**config.mk**
```make
export PLATFORM = sky130hd
export DESIGN_NAME = wb_write_queue
export DESIGN_NICKNAME = d
export VERILOG_FILES = /design/src/rtl/wb_pkg.sv /design/src/rtl/wb_match.sv /design/src/rtl/wb_write_queue.sv
export SDC_FILE = /design/constraint.sdc
export NUM_CORES = 1
export LEC_CHECK = 0
export CORE_ASPECT_RATIO = 1.5
export CORE_MARGIN = 1
export CORE_UTILIZATION = 45
export CTS_CLUSTER_DIAMETER = 50
export DETAILED_ROUTE_END_ITERATION = 16
export MAX_ROUTING_LAYER = met4
export PLACE_DENSITY = 0.66
export SYNTH_ARGS = -nofsm -noshare
export SYNTH_HDL_FRONTEND = slang
export SYNTH_HIERARCHICAL = 1
export SYNTH_SLANG_ARGS = --single-unit
```
**constraint.sdc**
```tcl
create_clock -name clk -period 4.3 [get_ports clk]
set_clock_uncertainty 0.2 [all_clocks]
set_input_delay 0.43 -clock clk [delete_from_list [all_inputs] [get_ports clk]]
set_output_delay 0.43 -clock clk [all_outputs]
set_load 0.01 [all_outputs]
```
**src/rtl/wb_pkg.sv**
```systemverilog
// Shared types for the register write-back queue: widths of the GRF port
// and the layout of one pending write.
package wb_pkg;

    localparam int REG_AW = 5;
    localparam int REG_DW = 32;
    localparam logic [REG_AW-1:0] REG_ZERO = 5'd0;

    typedef struct packed {
        logic [REG_AW-1:0] addr;
        logic [REG_DW-1:0] data;
        logic [REG_DW-1:0] pc;
    } wb_entry_t;

endpackage

```
**src/rtl/wb_match.sv**
```systemverilog
// Forwarding lookup: finds the newest valid entry whose address matches the query.
// Entries are walked oldest to newest starting at head, so the last hit is the newest.
module wb_match
    import wb_pkg::*;
#(
    parameter int DEPTH = 4,
    parameter int AW    = REG_AW,
    parameter int DW    = REG_DW,
    parameter int PW    = $clog2(DEPTH)
) (
    input  logic             enable,
    input  logic [PW-1:0]    head,
    input  logic [DEPTH-1:0] valid,
    input  logic [AW-1:0]    addrs [DEPTH],
    input  logic [DW-1:0]    datas [DEPTH],
    input  logic [AW-1:0]    query,
    output logic             hit,
    output logic [DW-1:0]    data
);

    logic [PW-1:0] idx;

    always_comb begin
        hit  = 1'b0;
        data = '0;
        idx  = '0;
        for (int a = 0; a < DEPTH; a++) begin
            idx = head + PW'(a);
            if (enable && query != REG_ZERO && valid[idx] && addrs[idx] == query) begin
                hit  = 1'b1;
                data = datas[idx];
            end
        end
    end

endmodule

```
**src/rtl/wb_write_queue.sv**
```systemverilog
// In-order write-back queue in front of the single GRF write port, with two
// forwarding lookups so decode sees writes that have not reached the GRF yet.
module wb_write_queue
    import wb_pkg::*;
#(
    parameter int DEPTH = 4,
    parameter int AW    = REG_AW,
    parameter int DW    = REG_DW
) (
    input  logic                       clk,
    input  logic                       reset,
    input  logic                       in_valid,
    output logic                       in_ready,
    input  logic [AW-1:0]              in_addr,
    input  logic [DW-1:0]              in_data,
    input  logic [DW-1:0]              in_pc,
    input  logic                       grf_ready,
    output logic                       grf_we,
    output logic [AW-1:0]              grf_a3,
    output logic [DW-1:0]              grf_wd,
    output logic [DW-1:0]              grf_pc,
    input  logic [AW-1:0]              rs_addr,
    output logic                       rs_hit,
    output logic [DW-1:0]              rs_data,
    input  logic [AW-1:0]              rt_addr,
    output logic                       rt_hit,
    output logic [DW-1:0]              rt_data,
    output logic [$clog2(DEPTH):0]     count
);

    localparam int PW = $clog2(DEPTH);
    localparam int CW = PW + 1;
    localparam logic [CW-1:0] FULL_CNT = CW'(DEPTH);

    wb_entry_t        mem [DEPTH];
    logic [PW-1:0]    head;
    logic [PW-1:0]    tail;
    logic [CW-1:0]    cnt;
    logic             full;
    logic             empty;
    logic             push;
    logic             pop;
    logic             head_valid;
    logic [DEPTH-1:0] valid;
    logic [AW-1:0]    addrs [DEPTH];
    logic [DW-1:0]    datas [DEPTH];

    assign full       = (cnt == FULL_CNT);
    assign empty      = (cnt == '0);
    assign in_ready   = reset && !full;
    // Writes to $0 complete the handshake but are dropped here.
    assign push       = in_valid && in_ready && (in_addr != REG_ZERO);
    assign head_valid = reset && !empty;
    assign grf_we     = head_valid && grf_ready;
    assign pop        = grf_we;
    assign count      = cnt;

    assign grf_a3 = head_valid ? mem[head].addr : '0;
    assign grf_wd = head_valid ? mem[head].data : '0;
    assign grf_pc = head_valid ? mem[head].pc   : '0;

    always_ff @(posedge clk) begin
        if (!reset) begin
            head <= '0;
            tail <= '0;
            cnt  <= '0;
        end else begin
            if (push) tail <= tail + 1'b1;
            if (pop)  head <= head + 1'b1;
            case ({push, pop})
                2'b10:   cnt <= cnt + 1'b1;
                2'b01:   cnt <= cnt - 1'b1;
                default: cnt <= cnt;
            endcase
        end
    end

    always_ff @(posedge clk) begin
        if (push) mem[tail] <= '{addr: in_addr, data: in_data, pc: in_pc};
    end

    // An entry is live when its distance from head is below the pending count.
    always_comb begin
        valid = '0;
        for (int i = 0; i < DEPTH; i++) begin
            addrs[i] = mem[i].addr;
            datas[i] = mem[i].data;
            valid[i] = ({1'b0, PW'(i) - head} < cnt);
        end
    end

    wb_match #(.DEPTH(DEPTH), .AW(AW), .DW(DW), .PW(PW)) u_match_rs (
        .enable (reset),
        .head   (head),
        .valid  (valid),
        .addrs  (addrs),
        .datas  (datas),
        .query  (rs_addr),
        .hit    (rs_hit),
        .data   (rs_data)
    );

    wb_match #(.DEPTH(DEPTH), .AW(AW), .DW(DW), .PW(PW)) u_match_rt (
        .enable (reset),
        .head   (head),
        .valid  (valid),
        .addrs  (addrs),
        .datas  (datas),
        .query  (rt_addr),
        .hit    (rt_hit),
        .data   (rt_data)
    );

endmodule

```
==> results of run 1 <==
cell usage after synthesis (3+ instances only):
cell	instances
a21oi_1	6
a311oi_1	64
and2_1	68
and3_1	74
buf_12	4
buf_2	67
buf_4	14
buf_6	17
clkbuf_1	96
dfxtp_1	9
edfxtp_1	276
ha_1	9
inv_1	10
mux2_2	126
mux2i_1	278
mux4_1	6
mux4_2	97
nand2_1	134
nand3_1	5
nor2_1	72
nor3_1	72
o2111a_1	4
o2111ai_2	4
o311a_1	64
o32ai_1	62
or2_2	3
or3_1	68
or4_1	5
xnor2_1	44
xor2_1	7
report_power, final:
group	internal, mW	switching [mW]
registers	3.16	0.111
logic	1.41	1.44
clock network	1.55	1.17
total	6.13	2.72
state kept, by name, summed over array words and instances (netlist names), named ones only:
signal  cells
tail        2
count       3
mem       276
head        2
what timing repair did:
item / 4_1_cts / 5_1_grt
pin swaps: 17 / 22
cloned: 7 / 3
endpoints found under the hold margin: 0 / 0
gates resized for setup: 447 / 123
setup endpoints to repair: 66 / 65
buffers inserted: 29 / 29
final timing paths:
path / cells after the start / to / start / slack [ps]
worst min register to register: 2 / tail[1] / tail[1] / 300
worst max register to register: 5 / mem[0][17] / count[0] / 1220
worst max-delay path: 14 / rs_data[17] / head[1] / -90
worst min-delay path: 3 / count[1] / reset / 170
final cells by class:
type | instances | area (sq um)
timing repair buffer | 383 | 3990
multi-input combinational | 1300 | 13300
inverter | 12 | 47.5
clock inverter | 21 | 244
tap | 594 | 743
clock buffer | 37 | 808
antenna | 3 | 7.51
sequential | 285 | 8480
fill | 3742 | 19300
per-layer routing:
metal  GRT usage  vias up  share of wire
li1            -     7569              -
met1       0.313     8670           0.36
met2       0.494      770           0.51
met3      0.0556      227          0.072
met4       0.152        0          0.051
met5           -        -              0
per-stage QoR:
stage / cell area, sq um / std cells / TNS, ps / total power [mW]
after floorplan: 21400 / 1793 / 0 / 4.84
after global placement: 24600 / 2527 / -3600 / 5.79
after detailed placement: 24600 / 2527 / -3490 / 5.85
after CTS: 26800 / 2612 / -4560 / 8.73
after global routing: 27600 / 2635 / -6480 / 9.18
final: 27600 / 2635 / -1070 / 8.85
cell families after synthesis:
kind of cell             share of synthesized area
multiplexers                                 0.309
AND/OR/NAND/NOR                              0.121
flip-flops                                   0.396
AO/OA/AOI/OAI                               0.0937
buffers and inverters                       0.0522
XOR/XNOR                                    0.0224
adder cells (fa/ha/maj)                    0.00620
worst register-to-register path: stages (launching register included):
cell,delay (ps)
dfxtp_1,480
inv_1,130
a31oi_1,250
o211a_1,340
and2_4,890
buf_4,470
==> metrics.txt, run 1 <==
status=finished with violations; violated checks=setup timing; CP max stage cell=dfxtp_4; post-route DRC violation count=0; hold_buf cts=0; Max-Cap Viols=0; RSZ-0062 raised after global routing=true; layout cells sized above 1=0.327; Critical Path Most Common Cell=buf_12; commonest non-fill, non-tap cell in the layout=mux2i_1; Max stage delay on crit path=400 ps; number of synthesized register bits=285; pin count of the biggest net entering global routing=185; Post-Syn Nets=1886; nets@finish=2106; post-route ant nets=0; DPL Wire Length=41300 microns; post-synthesis sequential area ratio=0.396; Max Slew Vio Count=0; final hold vios=0; clock transition at the registers of the reported paths=60 ps; CP Cell Sequence=buf_4 -> bufbuf_16 -> mux2i_1 -> xnor2_1 -> nor3_1 -> buf_4 -> o2111ai_4 -> buf_12 -> buf_12 -> buf_12 -> buf_12 -> mux2_4 -> o32ai_2 -> buf_2; vias in the first global route=17600; Setup CP Type=register to output port; Top Family by Delay on Critical Path=buffers and inverters; most frequent cells in the layout=mux2i_1, edfxtp_1, clkdlybuf4s50_1, nand2_1; Cell Rows=97; worst path bufs/invs=8; Critical Path AT=3760 ps; Initial DRC Count=1313; Tightest Pin Transition=1250 ps; CTS root buf=clkbuf_16; Starting Density=0.457; WL final=69600 microns; Max transition margin=0.168; CTS tree=yes; Setup-failing EPs final=28; area delta synth->final=28.9%; final worst setup slack=-93.2 ps; Min Hold Slack=174 ps; EDFF count, synth=276; clk_lat worst skew=590 ps; first-pass GRT wire length=103000 microns; H-Tree Depth=1; peak supply drop=0.354 mV; Hold Path Class=primary input to register; Final Core Density=0.589; post-synthesis cell area=0.0214 sq mm; Yosys warning total=6; Synth area leader=edfxtp_1; syn avg cell area=11.9 sq um; All-Layer GR Usage=0.286; minimum setup slack after placement=-235 ps; Worst setup SP type=register; Tmin final=4390 ps; ys flop type=edfxtp_1; Max FO, Critical Path=12; pwr dens=321 mW/mm^2; port bufs=222; Vias/cell=6.54; top cells by area, synth=edfxtp_1, mux2i_1, mux4_2, mux2_2, o311a_1; Synth cell types=47; TritonCTS buffer count=31; P_leak=9.04 nW; Die ar.=0.0484 sq mm; f_max=228 MHz; cell count after synthesis=1793; I/O pin total=223; vias=17200; chip height=269 microns; WL/cell=26.4 microns; Routability Congestion=0.900; asr flop ratio synth=0; clk sinks=285; area share of the largest cell type after synthesis=0.387; fin crit share=1.02; die span in x=180 microns; WP data required=3670 ps; Pre-Repair DR Iteration Count=5; Setup crit end kind=output port; clk buf depth=3; number of antenna violations at the first check in global routing=4; grt ovf=0; core area=0.0468 sq mm
Power figures use the tool's default switching activity.
==> inputs of run 2 (changes only) <==
Settings changed: GPL_ROUTABILITY_DRIVEN set to 0.
==> run 2 against run 1 <==
  * The run still ends with setup timing left
  * Largest power group unchanged
  * Critical endpoint is now rs_data[5]
  * Core utilization up 0.39 points
  * Cell count shrank 0.30%
  * Wire length rose by 0.79%
  * Critical path type unchanged
  * Worst setup slack improved by 54 ps
==> metrics.txt, run 2 (synthesis results as in run 1) <==
CP Cell Sequence=buf_6 -> buf_16 -> buf_8 -> mux2i_1 -> xnor2_1 -> nor3_2 -> buf_4 -> o2111ai_4 -> buf_12 -> buf_8 -> buf_6 -> mux2_4 -> o32ai_4 -> buf_2; clk_lat worst skew=580 ps (about the same); Hold Path Class=primary input to register; Power Total=8.89 mW (+0.48%); All-Layer GR Usage=0.287 (+0.00107); CP max stage cell=dfxtp_4; I/O pin total=223 (unchanged); commonest non-fill, non-tap cell in the layout=mux2i_1; GRT Max-Usage Layer=met2; hold_buf cts=0 (unchanged); layout cells sized above 1=0.331 (+0.00424); clk buf depth=3 (unchanged); Setup CP Type=register to output port; WL final=70200 microns (+0.79%); global routing usage on met1=0.311 (-0.00209); Tmin final=4340 ps (-53.8 ps); Starting Density=0.457 (unchanged); die span in x=180 microns (unchanged); Max Slew Vio Count=0 (unchanged); vias=17200 (-0.029%); P_leak=9.03 nW (-0.21%); placed instance area=0.0246 sq mm (-0.17%); Initial DRC Count=1447 (+10%); WP data required=3670 ps (about the same); met3 GRT Util=0.0547 (-0.000945); clock transition at the registers of the reported paths=60 ps (about the same); Top reg by flops=mem; Vias/cell=6.56 (+0.28%); pwr dens=320 mW/mm^2 (-0.18%); fin crit share=1.01 (-0.0125); peak supply drop=0.376 mV (+6.2%); grt ovf=0 (unchanged); status=finished with violations; f_max=230 MHz (+1.2%); number of flip-flops in the largest register=276 (unchanged); CTS tree=yes; post-route DRC violation count=0 (unchanged); port bufs=222 (unchanged); Min Hold Slack=187 ps (+12.4 ps); first-pass GRT wire length=103000 microns (+0.13%); Cell Rows=97 (unchanged); clk sinks=285 (unchanged); violated checks=setup timing; H-Tree Depth=1 (unchanged); final hold vios=0 (unchanged); Design Area, Final=0.0278 sq mm (+0.66%); Critical Path AT=3710 ps (-50 ps); Tightest Pin Transition=1280 ps (+33.6 ps); area delta synth->final=29.8%; nets@finish=2098 (-0.38%); Worst setup SP type=register; most frequent cells in the layout=mux2i_1, edfxtp_1, clkdlybuf4s50_1, nand2_1, mux4_2; vias in the first global route=17600 (-0.097%); Max-Cap Viols=0 (unchanged); Max FO, Critical Path=11 (-1); pin count of the biggest net entering global routing=185 (unchanged); Max stage delay on crit path=380 ps (-20 ps); number of antenna violations at the first check in global routing=3 (-1); post-route ant nets=0 (unchanged); Die ar.=0.0484 sq mm (unchanged); CTS root buf=clkbuf_16; WL/cell=26.7 microns (+1.1%); Pre-Repair DR Iteration Count=7 (+2); TritonCTS buffer count=31 (unchanged); minimum setup slack after placement=-290 ps (-55.8 ps); DPL Wire Length=41200 microns (-0.16%); Max transition margin=0.146 (-0.0224); final worst setup slack=-39.4 ps (+53.8 ps); chip height=269 microns (unchanged); RSZ-0062 raised after global routing=true; met2 Use GR=0.488 (-0.00526); core area=0.0468 sq mm (unchanged); Post-Route Setup TNS=-113 ps (+952 ps); Setup crit end kind=output port; Setup-failing EPs final=7 (-75%)
[run 2: final timing paths]
| kind | start | endpoint | slack, ps | depth (start not counted) |
|---|---|---|---|---|
| worst max-delay path | head[1] | rs_data[5] | -40 | 14 |
| worst min register to register | tail[1] | tail[1] | 300 | 2 |
| worst min-delay path | reset | count[2] | 190 | 3 |
| worst max register to register | count[0] | mem[2][31] | 1130 | 5 |
[run 2: power breakdown]
part	total [mW]	switching [mW]	leakage, nW	internal [mW]
clock	2.69	1.16	0.492	1.53
sequential	3.27	0.108	2.58	3.16
combinational	2.93	1.49	5.95	1.45
total	8.89	2.75	9.03	6.13
[run 2: area by class of cell]
| cell class | count | area [sq um] |
|---|---|---|
| Clock buffer | 35 | 791 |
| Antenna cell | 3 | 7.51 |
| Sequential cell | 285 | 8480 |
| Fill cell | 3660 | 19100 |
| Inverter | 12 | 47.5 |
| Clock inverter | 23 | 246 |
| Tap cell | 594 | 743 |
| Multi-Input combinational cell | 1300 | 13400 |
| Timing Repair Buffer | 375 | 4000 |
[run 2: worst max-delay path, delay by kind of cell (launching register included)]
| kind | cells | cell delay (ps) |
|---|---|---|
| AOI/OAI and AO/OA | 2 | 400 |
| xor gates and xnor gates | 1 | 150 |
| buffers and inverters | 8 | 1280 |
| DFF | 1 | 380 |
| muxes | 2 | 560 |
| and+or+nand+nor | 1 | 330 |
[run 2: metrics by stage]
stage	util	instances
floorplan	-	1793
global placement	0.524	2528
detailed placement	0.524	2528
CTS	0.576	2610
global route	0.593	2627
finish	0.593	2627
[run 2: what timing repair did]
| item | CTS | global route |
|---|---|---|
| setup buffers | 24 | 14 |
| gates resized for setup | 467 | 116 |
| pin swaps | 27 | 34 |
| endpoints found under the hold margin | 0 | 0 |
| setup endpoints to repair | 66 | 66 |
| gates cloned | 11 | 2 |
[run 2: metal layers]
layer / vias to the layer above / share of wire
met2: 810 / 0.50
met4: 0 / 0.063
met3: 279 / 0.076
li1: 7545 / -
met1: 8597 / 0.36
met5: - / 0
==> inputs of run 3 (changes only) <==
Settings changed: TNS_END_PERCENT set to 100.
==> results of run 3 <==
Final layout, timing and power as in run 2 (identical DEF).
==> RTL edit, RTL diff (settings of run 3) <==
Change the package constant `REG_AW` from 5 to 4.
--- a/src/rtl/wb_pkg.sv
+++ b/src/rtl/wb_pkg.sv
@@ -3,5 +3,5 @@
 package wb_pkg;
 
-    localparam int REG_AW = 5;
+    localparam int REG_AW = 4;
     localparam int REG_DW = 32;
     localparam logic [REG_AW-1:0] REG_ZERO = 5'd0;
Ports: changed (resized grf_a3, in_addr, rs_addr and rt_addr); port bits go from 223 to 219. The function was not compared with the original's and may differ.
==> RTL edit against run 3 <==
- area after synthesis shrank 6.2%
- utilization down 2.7 points
- non-clock buffer count down 70
- clock power about the same
- power fell by 11%
- combinational power decreased by 32%
- setup slack gained 110 ps
- critical path depth down 1
- sequential share of layout area grew 3.1 points
- design area down 10%
- first-iteration DRC count shrank 28%
- wire length down 18%
- sequential cell count fell by 4
- die area down 6.1%
- largest cell class unchanged
==> RTL edit: results (changes against run 3) <==
\begin{tabular}{lr}
\hline
Metric & Value \\
\hline
\multicolumn{2}{l}{\textbf{Drt}} \\
Number of design-rule violations left by the first detailed-router iteration & 1,036 (-28\%) \\
Via count of the routed design & 14,130 (-18\%) \\
\multicolumn{2}{l}{\textbf{Pwr}} \\
Pwr Total & 0.007900 W (-11\%) \\
Largest voltage drop on the vdd net & 0.4119 mV (+9.4\%) \\
Relative contribution of the clock network to total power & 34.2\% (+3.9 points) \\
Comb. pwr & 0.00198 W (-32\%) \\
Static leakage & 8.263 nW (-8.4\%) \\
\multicolumn{2}{l}{\textbf{Logic synthesis}} \\
Sequential element share of the synthesized area & 41.59\% (+2.0 points) \\
Fraction of the mapped netlist area in compound gates & 10.77\% (+1.4 points) \\
Net Count, Synth & 1,514 (-20\%) \\
Dominant cells by area after synthesis & sky130\_fd\_sc\_hd\_\_edfxtp\_1 41\%, sky130\_fd\_sc\_hd\_\_mux4\_2 26\%, sky130\_fd\_sc\_hd\_\_mux2i\_1 7.6\%, sky130\_fd\_sc\_hd\_\_a221oi\_2 4.2\%, sky130\_fd\_sc\_hd\_\_o21ai\_0 2.2\% \\
Top post-synthesis cells by count & 272 x sky130\_fd\_sc\_hd\_\_edfxtp\_1, 232 x sky130\_fd\_sc\_hd\_\_mux4\_2, 152 x sky130\_fd\_sc\_hd\_\_mux2i\_1 \\
Synthesized-area fraction occupied by xor and xnor cells & 1.876\% (-0.36 points) \\
Mux contribution to synthesized area & 35.41\% (+4.5 points) \\
\multicolumn{2}{l}{\textbf{Placed design}} \\
Quantity of I/O buffers inserted on ports & 218 (-1.8\%) \\
Instance area at placement & 0.02307 mm² (-6.1\%) \\
\multicolumn{2}{l}{\textbf{Run status}} \\
Run status & finished clean \\
\multicolumn{2}{l}{\textbf{GRT}} \\
Pin count of the biggest net entering global routing & 115 (-38\%) \\
First-pass GRT wire length & 85.95 mm (-17\%) \\
\multicolumn{2}{l}{\textbf{Setup path}} \\
Reg-to-reg slack, setup & 1830 ps (+700 ps) \\
Length in cells of the worst reg-to-reg path & 4 (-1) \\
Signal arrival time at the worst endpoint & 3600 ps (-110 ps) \\
Maximum fanout along the worst path & 14 (+3) \\
\multicolumn{2}{l}{\textbf{Hold path}} \\
Hold path cells & 1 (-2) \\
\multicolumn{2}{l}{\textbf{STA}} \\
Slew HR & 30.00\% (+15 points) \\
\multicolumn{2}{l}{\textbf{Layout}} \\
Fin nets & 1,705 (-19\%) \\
\hline
\end{tabular}
RTL edit: logic make-up (layout without fill, tap and decap cells):
family          Yosys count  in the layout
fa+ha+maj                10             10
xor+xnor                 43             43
flops                   281            281
mux                     416            416
buf+inv                 202            417
other cells               0              5
compound gates          280            280
simple gates            192            192
RTL edit: worst max-delay path, stage by stage (launching register included):
cell,delay [ps]
sky130_fd_sc_hd__dfxtp_4,410
sky130_fd_sc_hd__inv_1,90
sky130_fd_sc_hd__ha_1,300
sky130_fd_sc_hd__a21oi_1,60
sky130_fd_sc_hd__o21bai_2,270
sky130_fd_sc_hd__mux2i_1,150
sky130_fd_sc_hd__nand2_1,110
sky130_fd_sc_hd__nand3_2,100
sky130_fd_sc_hd__nor4b_4,300
sky130_fd_sc_hd__and3b_2,300
sky130_fd_sc_hd__buf_12,190
sky130_fd_sc_hd__a221oi_2,290
sky130_fd_sc_hd__o22ai_2,140
sky130_fd_sc_hd__dlygate4sd2_1,300
RTL edit: what timing repair did:
item,in CTS,in global routing
endpoints found under the hold margin,0,0
setup buffers,14,4
pin swaps,6,19
resized for setup,121,71
setup endpoints to repair,66,62
gates cloned,6,1
RTL edit: routing by layer:
metal	vias to the layer above	share of wire, %	track usage, %	wire (µm)
li1	6227	-	-	-
met1	7214	37	29.17	21220
met2	574	53	44.83	30110
met3	117	6.7	4.371	3864
met4	0	3.7	11.26	2150
met5	-	0	-	0
RTL edit: layout make-up:
| type | count | area, µm² | area share [%] |
|---|---|---|---|
| Antenna cell | 5 | 12.51 | 0.05031 |
| Clock buffer | 37 | 808.3 | 3.250 |
| Clock inverter | 20 | 227.7 | 0.9156 |
| Inverter | 55 | 206.4 | 0.8301 |
| Multi-Input combinational cell | 941 | 11330 | 45.54 |
| Sequential cell | 281 | 8364 | 33.63 |
| Tap cell | 576 | 720.7 | 2.898 |
| Timing Repair Buffer | 305 | 3206 | 12.89 |
RTL edit: worst max-delay path by stage:
| stage | startpoint | end | cells after the start |
|---|---|---|---|
| floorplan | count[1]$_SDFFE_PN0P_ | rs_data[10] | 13 |
| global placement | rt_addr[2] | rt_data[6] | 8 |
| detailed placement | rt_addr[2] | rt_data[6] | 8 |
| CTS | head[1]$_SDFFE_PN0P_ | rs_data[11] | 15 |
| global route | head[0]$_SDFFE_PN0P_ | rt_data[19] | 14 |
| finish | head[1]$_SDFFE_PN0P_ | rt_data[14] | 13 |
RTL edit: metrics by stage:
step	setup WS, ps	cells
finish	72.39	2220
global route	-16.63	2220
CTS	-102.5	2210
detailed placement	151.1	2133
global placement	188.5	2133
floorplan	916.6	1424
